### src/rtl/debug_cmd_client.sv
// Requester side of the byte-wide debug command/response link: issues one
// command strobe, collects the streamed response with a timeout, returns one parsed result.
module debug_cmd_client #(
    parameter int TIMEOUT_CYCLES = 256
) (
    input  logic        clk,
    input  logic        rst_n,
    input  logic        req_valid,
    output logic        req_ready,
    input  logic [7:0]  req_cmd,
    input  logic [3:0]  req_len,
    output logic [7:0]  debug_cmd,
    output logic        debug_cmd_valid,
    input  logic [7:0]  debug_resp,
    input  logic        debug_resp_valid,
    output logic        busy,
    output logic        rsp_valid,
    output logic [7:0]  rsp_opcode,
    output logic [31:0] rsp_data,
    output logic [3:0]  rsp_len,
    output logic        rsp_error,
    output logic        rsp_timeout,
    output logic [7:0]  stray_count
);

    // state   | meaning
    // IDLE    | ready for a request; rsp_* hold the last result
    // ISSUE   | one-cycle command strobe to the responder
    // COLLECT | capturing response bytes, timeout down-counter running
    // DONE    | one-cycle result pulse
    typedef enum logic [1:0] {IDLE, ISSUE, COLLECT, DONE} state_t;

    localparam int TMR_W = $clog2(TIMEOUT_CYCLES + 1);
    localparam logic [TMR_W-1:0] TMR_LOAD = TMR_W'(TIMEOUT_CYCLES - 1);

    state_t            state_q, state_d;
    logic [7:0]        cmd_q, cmd_d;
    logic [3:0]        len_q, len_d;
    logic [TMR_W-1:0]  tmr_q, tmr_d;
    logic              cmd_valid_q, cmd_valid_d;
    logic              rsp_valid_q, rsp_valid_d;
    logic [7:0]        opcode_q, opcode_d;
    logic [31:0]       data_q, data_d;
    logic [3:0]        rsp_len_q, rsp_len_d;
    logic              error_q, error_d;
    logic              timeout_q, timeout_d;
    logic [7:0]        stray_q, stray_d;
    logic [3:0]        idx_m1;

    assign idx_m1 = rsp_len_q - 4'd1;

    always_comb begin
        state_d     = state_q;
        cmd_d       = cmd_q;
        len_d       = len_q;
        tmr_d       = tmr_q;
        cmd_valid_d = 1'b0;
        rsp_valid_d = 1'b0;
        opcode_d    = opcode_q;
        data_d      = data_q;
        rsp_len_d   = rsp_len_q;
        error_d     = error_q;
        timeout_d   = timeout_q;
        stray_d     = stray_q;

        if (debug_resp_valid && (state_q != COLLECT) && (stray_q != 8'hFF)) begin
            stray_d = stray_q + 8'd1;
        end

        case (state_q)
            IDLE: begin
                if (req_valid) begin
                    cmd_d       = req_cmd;
                    len_d       = (req_len == 4'd0) ? 4'd1 : req_len;
                    opcode_d    = 8'h00;
                    data_d      = 32'h0;
                    rsp_len_d   = 4'd0;
                    error_d     = 1'b0;
                    timeout_d   = 1'b0;
                    cmd_valid_d = 1'b1;
                    state_d     = ISSUE;
                end
            end
            ISSUE: begin
                rsp_len_d = 4'd0;
                tmr_d     = TMR_LOAD;
                state_d   = COLLECT;
            end
            COLLECT: begin
                if (debug_resp_valid) begin
                    if (rsp_len_q == 4'd0) begin
                        opcode_d = debug_resp;
                    end else if (rsp_len_q <= 4'd4) begin
                        data_d[{idx_m1[1:0], 3'b000} +: 8] = debug_resp;
                    end
                    rsp_len_d = (rsp_len_q == 4'hF) ? 4'hF : rsp_len_q + 4'd1;
                end
                // A final byte arriving on the terminal-count cycle still counts as completion.
                if (debug_resp_valid && (rsp_len_d == len_q)) begin
                    timeout_d   = 1'b0;
                    rsp_valid_d = 1'b1;
                    state_d     = DONE;
                end else if (tmr_q == '0) begin
                    timeout_d   = 1'b1;
                    rsp_valid_d = 1'b1;
                    state_d     = DONE;
                end else begin
                    tmr_d = tmr_q - TMR_W'(1);
                end
                error_d = (rsp_len_d != 4'd0) && ((opcode_d == 8'hFF) || (opcode_d != cmd_q));
            end
            DONE: begin
                state_d = IDLE;
            end
            default: state_d = IDLE;
        endcase
    end

    always_ff @(posedge clk or negedge rst_n) begin
        if (!rst_n) begin
            state_q     <= IDLE;
            cmd_q       <= 8'h00;
            len_q       <= 4'd0;
            tmr_q       <= '0;
            cmd_valid_q <= 1'b0;
            rsp_valid_q <= 1'b0;
            opcode_q    <= 8'h00;
            data_q      <= 32'h0;
            rsp_len_q   <= 4'd0;
            error_q     <= 1'b0;
            timeout_q   <= 1'b0;
            stray_q     <= 8'h00;
        end else begin
            state_q     <= state_d;
            cmd_q       <= cmd_d;
            len_q       <= len_d;
            tmr_q       <= tmr_d;
            cmd_valid_q <= cmd_valid_d;
            rsp_valid_q <= rsp_valid_d;
            opcode_q    <= opcode_d;
            data_q      <= data_d;
            rsp_len_q   <= rsp_len_d;
            error_q     <= error_d;
            timeout_q   <= timeout_d;
            stray_q     <= stray_d;
        end
    end

    assign req_ready       = (state_q == IDLE);
    assign busy            = (state_q != IDLE);
    assign debug_cmd       = cmd_q;
    assign debug_cmd_valid = cmd_valid_q;
    assign rsp_valid       = rsp_valid_q;
    assign rsp_opcode      = opcode_q;
    assign rsp_data        = data_q;
    assign rsp_len         = rsp_len_q;
    assign rsp_error       = error_q;
    assign rsp_timeout     = timeout_q;
    assign stray_count     = stray_q;

endmodule

### config.mk
export PLATFORM = sky130hd
export DESIGN_NAME = debug_cmd_client
export DESIGN_NICKNAME = d
export VERILOG_FILES = /design/src/rtl/debug_cmd_client.sv
export SDC_FILE = /design/constraint.sdc
export NUM_CORES = 1
export LEC_CHECK = 0
export CORE_MARGIN = 1
export CORE_UTILIZATION = 46
export DETAILED_ROUTE_END_ITERATION = 16
export PLACE_DENSITY = 0.76
export SLEW_MARGIN = 20
export SYNTH_ARGS = -nofsm -noshare
export SYNTH_HDL_FRONTEND = slang
export SYNTH_SLANG_ARGS = --single-unit
### constraint.sdc
create_clock -name clk -period 2.8 [get_ports clk]
set_clock_uncertainty 0.1 [all_clocks]
set_input_delay 0.28 -clock clk [delete_from_list [all_inputs] [get_ports clk]]
set_output_delay 0.28 -clock clk [all_outputs]
set_load 0.03 [all_outputs]
* Word level (Yosys, flattened, before mapping)
Cells that the tools add are included. W data, S select, Z words.
Word-level totals: input port bits 24, output and inout bits 66, flip-flop bits (word level) 79, logic and storage cells 91
Cells by class: reductions and logical operators 21, shift-type cells 2, $add $sub $neg 5, $lt $le $gt $ge 1, eq/ne operators 16, muxes and demuxes 34
Operators by type and width (count):
- $mux W32 | 4
- $pmux W32 S2 | 1
- $bwmux W32 | 1
- $mux W8 | 4
- $shift A8 B7 Y32 const A | 1
- $shiftx A8 B7 Y32 | 1
- $mux W4 | 5
- $mux W9 | 2
- $pmux W9 S2 | 1
- $pmux W8 S2 | 1
- $ne A2 B2 Y1 const B | 7
- $pmux W4 S3 | 1
- $logic_not A9 Y1 | 1
- $sub A9 B1 Y9 const B | 1
- $add A8 B1 Y8 const B | 1
- $eq A8 B8 Y1 const B | 1
- $logic_not A4 Y1 | 2
- $mux W1 | 8
- $ne A8 B8 Y1 | 1
- $ne A8 B8 Y1 const B | 1
- $pmux W2 S4 | 1
- $reduce_and A2 Y1 | 4
- $neg A5 Y7 | 1
- $mux W2 | 3
- other kinds (17) | 25

* Logic depth before layout (Yosys ltp)
Gate-level depths: netlist of the first run.
word-level depth 8, mapped depth 10, gate-level depth less buffers 8

* Worst setup path after synthesis of the first run
Ideal clock, no wire load.
path type register to register, start point register rsp_len_q[0], in the netlist rsp_len[0], end point register tmr_q[2], buffers on the path 2, required time 2574 ps, slack -148 ps, clock period less this slack 2948 ps, cell stages (with the launch flop) 11, setup time 126 ps, arrival 2722 ps, path through dfrtp_1 > buf_2 > inv_1 > ha_1 > inv_2 > a31oi_1 > xor2_1 > or4b_4 > and3_4 > buf_6 > a221o_1
Between the ends: cells in the longest elaborated chain, start to end 8, elaborated cells on any way between the ends 9, those cells by class add/sub (1); eq/ne (3); mux (3); reduce/logical (2)
Ends and longest elaborated chain:
- start, declared | line 44 | logic [3:0] rsp_len_q, rsp_len_d;
- start signal, assigned | line 142 | rsp_len_q <= rsp_len_d;
- $add A4 B1 Y4 or $eq A4 B4 Y1 (tied branches) | line 96 | rsp_len_d = (rsp_len_q == 4'hF) ? 4'hF : rsp_len_q + 4'd1;
- $mux W4 | line 96
- $mux W4 (*) | line 90 | if (debug_resp_valid) begin
- $mux W4 (*) | line 70 | case (state_q)
- $eq A4 B4 Y1 (*) | line 99 | if (debug_resp_valid && (rsp_len_d == len_q)) begin
- $logic_and A1 B1 Y1 (*) | line 99
- $ne A2 B2 Y1 (no source line) (*)
- $reduce_and A3 Y1 (no source line) (*)
- end signal, assigned | line 137 | tmr_q <= tmr_d;
- end, declared | line 39 | logic [TMR_W-1:0] tmr_q, tmr_d;
Every way passes the cells marked *; elsewhere a longest branch is shown, timed or not. The select of a mux whose other input is x is not followed. A chain may end at the register's enable or synchronous reset.

* Final worst setup path of the first run
start point register rsp_len_q[1], in the netlist rsp_len[1], end point register tmr_q[2]
Same word-level chain as after synthesis.

==> results of run 1 <==
-- cell families after synthesis --
family | Yosys count | share of synthesized area
fa+ha+maj | 10 | 0.03106
flops | 79 | 0.4907
mux | 17 | 0.04534
simple gates | 134 | 0.1658
xor+xnor | 21 | 0.04565
compound gates | 102 | 0.1789
buf+inv | 40 | 0.04254
-- repair_timing --
item / CTS / global route
setup endpoints to repair: 0 / 3
resized for setup: 0 / 1
hold endpoints to repair: 50 / 0
hold buffers: 1 / 0
-- sequential cells by signal, summed over array words and instances, names as in the netlist --
register and cells:
rsp_error 1, debug_cmd_valid 1, rsp_len 4, stray_count 8
len_q 4, debug_cmd 8, rsp_opcode 8, rsp_data 32
rsp_valid 1, tmr_q 9, rsp_timeout 1, state_q 2
-- power by group --
part	switching, mW	internal [mW]	total [mW]
registers	0.314	1.42	1.73
clock network	0.449	0.505	0.954
logic	1.56	1.02	2.59
total	2.33	2.95	5.27
-- metrics by stage --
stage	hold WS (ns)	cells	setup slack, ns	instance area (µm²)	utilization
3_5_place_dp	0.2648	596	0.1477	5114	0.6131
4_1_cts	0.3691	613	0.1852	5344	0.6407
5_1_grt	0.4140	613	0.1348	5346	0.6410
3_3_place_gp	0.2571	596	0.2007	5114	0.6131
6_report	0.3806	613	0.2127	5346	0.6410
2_1_floorplan	-0.1156	403	0.01566	4036	-
-- cell usage after synthesis (2+ instances only) --
cell type  count
nor4_1         5
dfrtp_1       79
o31ai_1        9
ha_1          10
a22o_1         8
nor2b_1        3
a32o_1         8
nand2b_1       3
a22oi_1        8
mux2i_1        7
xor2_1        10
nand4_1        8
o21ai_1        6
buf_2          2
a31oi_1        5
nor3_1         4
and3b_1        2
nand2_1       53
a311oi_1       2
or3_1          2
xnor2_1       11
mux2_2        10
nand3_1       12
nand3b_1       2
inv_1         15
and3_1         9
nor2_1        22
a21oi_1       16
buf_6          2
o21ai_0       18
clkbuf_1      17
a32oi_1        2
o221ai_1       9
a221o_1        2
-- worst reg2reg max path: stages (launching register included) --
cell and delay (ns):
dfrtp_1 0.40, inv_1 0.10, ha_1 0.35, inv_2 0.08, a31oi_2 0.25, xor2_1 0.12, or4b_4 0.53, and3_4 0.22
a221o_1 0.34
-- area by class of cell --
cell class	instances	share of cell area
Sequential cell	79	0.3700
Multi-Input combinational cell	284	0.3534
Timing Repair Buffer	112	0.1989
Tap cell	105	0.02457
Clock buffer	9	0.02317
Clock inverter	7	0.01802
Inverter	17	0.01194
-- metal layers --
layer  part of all wire  vias up
li1                   -     1673
met1               0.44     1744
met2               0.47      158
met3              0.072       12
met4              0.013        0
met5                  0        -
-- final timing paths --
kind,to,depth (start not counted),slack [ns],start
worst max-delay path,tmr_q[2],8,0.21,rsp_len[1]
worst min-delay path,debug_cmd[7],3,0.38,req_cmd[7]
worst max register to register,tmr_q[2],8,0.21,rsp_len[1]
worst min register to register,rsp_data[12],2,0.39,rsp_data[12]
max in group asynchronous,len_q[1],3,1.52,rst_n
min in group asynchronous,rsp_data[11],2,0.41,rst_n
-- layout by cell type (no fill, tap or decap), types with 10 or more instances in the layout --
master / count
dfrtp_1: 78
nand2_1: 53
xnor2_1: 11
nand3_1: 12
a21oi_1: 16
buf_4: 23
clkdlybuf4s50_1: 88
nor2_1: 22
mux2_2: 10
inv_1: 15
o21ai_0: 18
xor2_1: 10
==> flow_summary.toml, run 1 <==
[finish]
seq_area_um2 = 1978
multi_input_area_um2 = 1889
final_layout_size_suffix_gt1_frac = 0.1161
final_nets = 537
diodes = 0
fillers = 679
area_delta_synth_final_pct = 32.70

[yosys]
synth_cell_types = 56
synth_top_area_frac = 0.4907
ys_seq_elements = 79
yosys_warnings = 0
synth_area_leaders = "dfrtp_1 49%, nand2_1 4.9%, ha_1 3.1%"
async_flop_share = 1.000
yosysTopAreaCell = "dfrtp_1"
seq_area_frac_synth = 0.4907
syn-cell-area_um2 = 4029
avgSynthCellArea_um2 = 9.997
synth_edf_count = 0
synth_cells = 403
syn_nets = 437
ys.flop_type = "dfrtp_1"

[cts]
clock_sinks = 79
htree_levels = 3
insertion_delay_ns = 0.35
cts_root_buf = "clkbuf_8"
cts_buffer_depth = 2
cts_buffers = 9
postCtsSetupBuffers = 0
path_clk_slew_ns = 0.08
cts_tree = "yes"

[sta]
setup_viol = 0
period_needed_ns = 2.587
hold_violations = 0
max_freq_mhz = 386.5
finalSetupTns_ns = 0
worstMarginPinSlew_ns = 0.9454
post-route-period-util = 0.9240
relSlewSlack = 0.3655
drv_slew = 0
rsz0062_at_grt = "false"

[routing]
detail_route.wl_per_cell_um = 17.09
drt_iter0_drc = 217
post_drt_via_cell_ratio = 5.852
ant_nets = 0
dr.pass1.iters = 5
drt_wl_total_um = 10480
drcViolationCount = 0
via_count = 3587

[worst_setup_path]
end_kind = "flop"
cp_top_family = "simple AND/OR/NAND/NOR gates"
critPathRequiredTime_ns = 2.94
worstSetupPathType = "flop to flop"
crit_fanout = 4
path_cells = "inv_1 -> ha_1 -> inv_2 -> a31oi_2 -> xor2_1 -> or4b_4 -> and3_4 -> a221o_1"
cp_num_buf_inv = 2
cp_slowest_stage_delay_ns = 0.53
critical_path.slowest_cell = "or4b_4"
startpoint_type = "flop"
arrival_ns = 2.73

[outcome]
outcome = "completed"

[global_routing]
track_usage = 0.2441
grt_max_degree = 53
grtUsageMet1 = 0.3516
antenna_found_initial = 0
gr-max-usage-layer = "met2"
grt_pass1_wl_um = 16820
grt_use_met2 = 0.3774
use_met3 = 0.03349
grt_pass1_vias = 3317
grt_overflow_total = 0

[floorplan]
die_w_um = 95.59
start_util = 0.4830
die_y_um = 95.59
core_area_um2 = 8341
io_pins = 90
rows = 33
die-area_um2 = 9136

[power_and_ir_drop]
max-vdd-ir-drop_mv = 0.5966
p_per_area_nw_per_um2 = 986.6
power_leakage_nw = 2.287
totalPowerFinal_mw = 5.275

[min_path]
worstHoldPathType = "primary input to flop"

[run]
maxCapViolations = 0

[placement]
gp_congestion = 0.8378
detailed_place_hpwl_um = 7566
portBuffers = 89
Power figures use the tool's default switching activity.
==> run 2: changes to the inputs <==
--- a/config.mk
+++ b/config.mk
@@ -8,7 +8,7 @@
 export CORE_MARGIN = 1
 export CORE_UTILIZATION = 46
 export DETAILED_ROUTE_END_ITERATION = 16
-export PLACE_DENSITY = 0.76
+export PLACE_DENSITY = 0.77
 export SLEW_MARGIN = 20
 export SYNTH_ARGS = -nofsm -noshare
 export SYNTH_HDL_FRONTEND = slang
==> constraint.sdc (replaced) <==
create_clock -name clk -period 2.2 [get_ports clk]
set_clock_uncertainty 0.1 [all_clocks]
set_input_delay 0.22 -clock clk [delete_from_list [all_inputs] [get_ports clk]]
set_output_delay 0.22 -clock clk [all_outputs]
set_load 0.03 [all_outputs]
==> flow_summary.toml, run 2 (synthesis results as in run 1) <==
[floorplan]
io_pins = 90
start_util = 0.4830
rows = 33
core_area_um2 = 8341
die_y_um = 95.59
die_w_um = 95.59
die-area_um2 = 9136

[global_routing]
grt_pass1_vias = 3686
antenna_found_initial = 0
track_usage = 0.2656
grt_max_degree = 46
grt_pass1_wl_um = 18330
grt_overflow_total = 0

[cts]
cts_buffers = 9
insertion_delay_ns = 0.36
path_clk_slew_ns = 0.09
cts_tree = "yes"
cts_buffer_depth = 2
cts_root_buf = "clkbuf_8"
htree_levels = 3
clock_sinks = 79

[finish]
final_nets = 580
layout_commonest_cell = "clkdlybuf4s50_1"
final_core_util = 0.6986
final_cell_mix = "86 x clkdlybuf4s50_1, 75 x dfrtp_1, 62 x buf_4, 52 x nand2_1, 22 x nor2_1"
diodes = 0
area_delta_synth_final_pct = 44.63
final_layout_size_suffix_gt1_frac = 0.2214
largest_reg_flops = 32

[run]
maxCapViolations = 0

[routing]
drt_iter0_drc = 274
dr.pass1.iters = 5
ant_nets = 0
drcViolationCount = 0
detail_route.wl_per_cell_um = 17.56
post_drt_via_cell_ratio = 5.791
via_count = 3799
drt_wl_total_um = 11520

[sta]
fin_ws_ns = -0.2392
rsz0062_at_grt = "true"
relSlewSlack = 0.5412
max_freq_mhz = 410.0
hold_violations = 0
setup_viol = 12
drv_slew = 0
post-route-period-util = 1.109
finalSetupTns_ns = -1.855
worstMarginPinSlew_ns = 0.6867
period_needed_ns = 2.439

[worst_setup_path]
rr_endpoint = "tmr_q[2]"
rr_startpoint = "rsp_len[0]"
rr_worst_depth = 7
crit_start = "rsp_len[0]"
r2r_slack_ns = -0.24
worstSetupPathType = "flop to flop"
crit_fanout = 7
startpoint_type = "flop"
end_kind = "flop"
arrival_ns = 2.58
critPathRequiredTime_ns = 2.34

[outcome]
failed_checks = "setup timing"
outcome = "finished, violations left"

[placement]
detailed_place_hpwl_um = 8249
portBuffers = 89
gp_congestion = 0.9180

[min_path]
worstHoldPathType = "primary input to async pin"

[power_and_ir_drop]
p_per_area_nw_per_um2 = 1276
power_leakage_nw = 2.508
max-vdd-ir-drop_mv = 0.7961
==> run 2: changes by cell type in the layout (fill, tap and decap cells not counted), sizes merged <==
cell           before  now
buf                23   66
clkinv              5    1
clkinvlp            0    3
clkdlybuf4s50      88   86
dlygate4sd2         0    2
inv                17   18
==> run 2: power by group <==
group          switching [mW]  internal (mW)  leakage (nW)
Combinational            2.23           1.73          1.39
Sequential              0.413           1.81          1.01
Clock                   0.604          0.655         0.108
==> run 2: how the worst max path moves through the flow <==
stage	endpoint	slack (ns)	cells past startpoint
final	tmr_q[2]	-0.24	7
after global routing	tmr_q[2]	-0.28	7
after CTS	tmr_q[2]	-0.21	7
after detailed placement	tmr_q[2]	-0.39	7
after global placement	tmr_q[2]	-0.29	7
after floorplan	tmr_q[2]	-0.39	10
==> run 2: area by class of cell <==
type                    count  area [µm²]
flip-flops and latches     79        1982
multi-input cells         284        2006
clock inverters             7       103.9
clock buffers               9       123.9
well taps                 105       131.4
fillers                   629        2514
inverters                  17       72.57
repair buffers            155        1408
==> run 2: stage by stage <==
| stage | hold slack, ns | worst slack [ns] | total power, mW | cells | cell area [µm²] |
|---|---|---|---|---|---|
| after floorplan | -0.1756 | -0.3920 | 4.361 | 403 | 4096 |
| after detailed placement | 0.1124 | -0.3873 | 5.962 | 633 | 5450 |
| after global placement | 0.1120 | -0.2932 | 5.823 | 633 | 5450 |
| after global routing | 0.2926 | -0.2843 | 7.853 | 656 | 5827 |
| after CTS | 0.2847 | -0.2063 | 7.281 | 652 | 5754 |
| final | 0.2553 | -0.2392 | 7.433 | 656 | 5827 |
==> run 2: routing by layer <==
layer	part of all wire	vias up	GRT usage
met3	0.068	25	0.05104
li1	-	1759	-
met2	0.48	162	0.4232
met1	0.43	1853	0.3604
met5	0	-	0
met4	0.022	0	0.09577
==> run 2: worst max-delay path, stage by stage (launching register included) <==
cell,delay [ns]
dfrtp_2,0.48
ha_4,0.22
nand2_2,0.07
o221ai_2,0.10
a311o_1,0.30
or4b_4,0.54
and3_4,0.20
a221o_1,0.31
==> run 2: repair_timing <==
item                                    in CTS  in global routing
gates resized for setup                     14                 10
pin swaps                                    1                  3
endpoints found under the setup margin      16                 31
hold buffers                                 1                  0
setup buffers                                2                  4
endpoints found under the hold margin       34                  0
